<file path="config.mk">
export PLATFORM = sky130hd
export DESIGN_NAME = not16
export DESIGN_NICKNAME = d
export VERILOG_FILES = /design/src/rtl/not16.sv
export SDC_FILE = /design/constraint.sdc
export NUM_CORES = 1
export LEC_CHECK = 0
export ABC_AREA = 0
export CORE_ASPECT_RATIO = 1.2
export CORE_MARGIN = 2
export CORE_UTILIZATION = 41
export CTS_CLUSTER_SIZE = 8
export DETAILED_ROUTE_END_ITERATION = 12
export HOLD_SLACK_MARGIN = 0.06
export PLACE_DENSITY = 0.84
export SLEW_MARGIN = 30
export SYNTH_ARGS = -nofsm -noshare
export SYNTH_HDL_FRONTEND = slang
export SYNTH_SLANG_ARGS = --single-unit
</file>
<file path="constraint.sdc">
create_clock -name clk -period 8.81 [get_ports clk]
set_input_delay 0.881 -clock clk [delete_from_list [all_inputs] [get_ports clk]]
set_output_delay 0.881 -clock clk [all_outputs]
set_load 0.01 [all_outputs]
</file>
<file path="src/rtl/not16.sv">
// not16 - 16-bit bitwise inverter for the LittleComputer gate library.
//
// Purpose:
//   Y and ones are purely combinational (Y = ~A, ones = popcount(Y)) and never
//   depend on clk/rst, so the gate is usable with only (Y, A) connected.
//   A registered copy of the complement (Y_r) with a one-cycle valid flag is
//   provided for pipelined consumers.
//
// Ports:
//   Y         out [15:0] combinational complement of A
//   A         in  [15:0] operand
//   clk       in         rising-edge clock (registered path only)
//   rst       in         asynchronous active-high reset of registered state
//   in_valid  in         capture strobe for the registered path
//   Y_r       out [15:0] complement of the last captured A
//   out_valid out        high for the cycle after each capture
//   ones      out [4:0]  number of 1-bits in Y (0..16)
//   xfer_cnt  out [15:0] saturating capture count (NOT16_STATS_EN only)
//
// Configuration:
//   NOT16_STATS_EN  when defined, compiles in the xfer_cnt port and counter.

module not16 (
    output logic [15:0] Y,
    input  logic [15:0] A,
    input  logic        clk,
    input  logic        rst,
    input  logic        in_valid,
    output logic [15:0] Y_r,
    output logic        out_valid,
    output logic [4:0]  ones
`ifdef NOT16_STATS_EN
    ,
    output logic [15:0] xfer_cnt
`endif
);

    logic [15:0] w_y;
    logic [4:0]  w_ones;
    logic [15:0] r_y;
    logic        r_vld;

    assign w_y = ~A;
    assign Y   = w_y;

    always_comb begin
        w_ones = '0;
        for (int i = 0; i < 16; i++) begin
            w_ones = w_ones + {4'd0, w_y[i]};
        end
    end

    assign ones = w_ones;

    // Y_r holds between captures; out_valid is a single-cycle pulse.
    always_ff @(posedge clk or posedge rst) begin
        if (rst) begin
            r_y   <= '0;
            r_vld <= 1'b0;
        end else begin
            r_vld <= in_valid;
            if (in_valid) begin
                r_y <= w_y;
            end
        end
    end

    assign Y_r       = r_y;
    assign out_valid = r_vld;

`ifdef NOT16_STATS_EN
    logic [15:0] r_cnt;

    // Saturates at all-ones rather than wrapping.
    always_ff @(posedge clk or posedge rst) begin
        if (rst) begin
            r_cnt <= '0;
        end else if (in_valid && (r_cnt != 16'hFFFF)) begin
            r_cnt <= r_cnt + 16'd1;
        end
    end

    assign xfer_cnt = r_cnt;
`endif

endmodule

</file>
==> flow_summary.yaml <==
routing:
  drt_first_pass_iters: 4
  ant_nets: 0
  vias_per_cell: 4.53
  routedWlPerCell_um: 12.1
  drc_errors: 0
  routed_wl_um: 2200
  initialDrtViolationCount: 7
  vias: 825
clock_network:
  cts-root-buf: "clkbuf_4"
  clockBufferDepth: 2
  worstSkewPairLatency_ns: 0.29
  postCtsHoldBufs: 0
  path_clk_slew_ns: 0.09
  cts_tree: "built"
  clock_sinks: 17
  cts-resized-gates: 0
  post-cts-setup-buffer-count: 0
  cts_buffers: 3
  htree_levels: 1
global_route:
  grt_pass1_vias: 856
  gr-usage-all-layers_pct: 17.2
  grt_overflow: 0
  grt_start_max_net_pins: 27
  grt_pass1_wl_um: 3810
  antenna_found_initial: 0
power:
  ir_drop_mv: 0.176
  total_power_w: 0.000324
  p_per_area_nw_per_um2: 199
  p_leak_nw: 0.771
synth:
  synth_top_cells_by_area: "dfrtp_1 41%, fa_1 19%, inv_1 10%"
  synth_largest_area_cell: "dfrtp_1"
  ys_seq_elements: 17
  synth_fp_nets: 128
  synth_cell_types: 15
  synth_area_per_cell_um2: 11.0
  synthCells: 94
  synth_top_area_share_pct: 41.1
  synth_warnings: 0
  synth_area_um2: 1040
  seq_area_frac_synth_pct: 41.1
timing:
  fin_crit_ns: 5.77
  rsz0062_at_grt: "no"
  tns_ns: 0
  slew_headroom_pct: 56.0
  worst_pin_slew_ns: 0.659
  skew_ns: 0
  setup_violations: 0
  fin_crit_sh_pct: 65.5
  fmax_ghz: 0.173
  slew_violations: 0
  hold_violations: 0
final_layout:
  final_layout_size_suffix_gt1_share_pct: 7.28
  final_util_pct: 69.0
  nets: 186
  diodes: 0
  area_growth_pct: 56.6
critical_path:
  cp_data_required_time_ns: 7.93
  crit_path_start_kind: "primary input"
  crit_arrival_ns: 4.89
  cp_max_fo: 2
  criticalPathCategory: "primary input to output port"
  endpoint_kind: "output port"
floorplan:
  initial_core_util_pct: 44.0
  rows: 19
  core-area_um2: 2350
  die_w_um: 49.9
  chipHeight_um: 59.1
  die_area_um2: 2950
  pin_count: 57
place:
  port_buffers: 56
  gp_congestion: 0.748
  dp_hpwl_um: 1860
outcome:
  outcome: "completed"
min_path:
  hold_path_class: "flip-flop to flip-flop"
job:
  maxCapViolCount: 0
## per-layer routing
metal / vias up / part of all wire (%) / GRT usage [%]
li1: 396 / - / -
met1: 390 / 39 / 20.9
met2: 36 / 54 / 31.0
met3: 3 / 5.4 / 2.78
met4: 0 / 1.3 / 5.95
met5: - / 0 / 0
## Yosys cell counts, drive strengths merged
master   n
xnor2    2
a21o     1
buf      3
o21a     1
nor2     9
mux2     7
dfrtp   17
nor2b    1
ha       5
inv     28
fa      10
a21oi   10
## layout make-up
type,instances,area (µm²)
repair buffers,56,556
multi-input cells,46,472
fillers,178,731
inverters,28,105
clock buffers,4,26.3
flip-flops and latches,17,425
well taps,31,38.8
## cells in the final DEF (no fill, tap or decap), types with 2 or more instances in the layout
master | synthesis | final
a21oi_1 | 10 | 10
clkdlybuf4s50_1 | 0 | 55
xnor2_1 | 2 | 2
mux2_2 | 5 | 5
ha_1 | 5 | 5
nor2_1 | 9 | 9
dfrtp_1 | 17 | 17
mux2_4 | 2 | 2
clkbuf_4 | 0 | 3
inv_1 | 28 | 28
fa_1 | 10 | 10
## through the flow
step / area [µm²] / hold WS (ns) / worst slack [ns] / cells
2_1_floorplan: 1040 / 0.550 / 4.08 / 94
3_3_place_gp: 1600 / 0.490 / 3.09 / 178
3_5_place_dp: 1600 / 0.492 / 3.03 / 178
4_1_cts: 1630 / 0.518 / 3.02 / 182
5_1_grt: 1620 / 0.542 / 2.87 / 182
6_report: 1620 / 0.513 / 3.04 / 182
## state kept, by name (all words and copies together), names as in the netlist
name / flops
Y_r: 16
out_valid: 1
## worst paths after layout
path / from / end / slack [ns] / cells past startpoint
worst max-delay path: A[5] / ones[3] / 3.04 / 13
worst min-delay path: Y_r[11]$_DFFE_PP0P_ / Y_r[11]$_DFFE_PP0P_ / 0.51 / 1
worst max register to register: Y_r[15]$_DFFE_PP0P_ / Y_r[15]$_DFFE_PP0P_ / 8.05 / 1
worst min register to register: Y_r[11]$_DFFE_PP0P_ / Y_r[11]$_DFFE_PP0P_ / 0.51 / 1
max in group asynchronous: rst / Y_r[8]$_DFFE_PP0P_ / 7.42 / 2
min in group asynchronous: rst / Y_r[9]$_DFFE_PP0P_ / 0.97 / 2
## critical path, cell delays in order
cell and delay (ns):
clkdlybuf4s50_1 0.47, inv_1 0.07, fa_1 0.54, inv_1 0.05
fa_1 0.45, fa_1 0.42, fa_1 0.57, inv_1 0.06
ha_1 0.30, a21o_1 0.19, a21oi_1 0.18, xnor2_1 0.14
clkdlybuf4s50_1 0.55
## report_power, final
| group | switching [W] | internal [W] | leakage (nW) | total [W] |
|---|---|---|---|---|
| sequential | 0.00000361 | 0.0000851 | 0.194 | 0.0000887 |
| clock | 0.0000245 | 0.0000176 | 0.0150 | 0.0000422 |
| combinational | 0.0000834 | 0.000109 | 0.562 | 0.000193 |
## kinds of logic (layout without fill, tap and decap cells)
logic type                 after synthesis  after routing  share of synthesized area (%)
AOI/OAI and AO/OA                       12             12                           6.28
xor gates and xnor gates                 2              2                           1.69
adders and majority gates               15             15                           25.4
buffers and inverters                   31             88                           13.4
DFF                                     17             17                           41.1
muxes                                    7              7                           8.33
and+or+nand+nor                         10             10                           3.86
(Power assumes the default switching activity.)
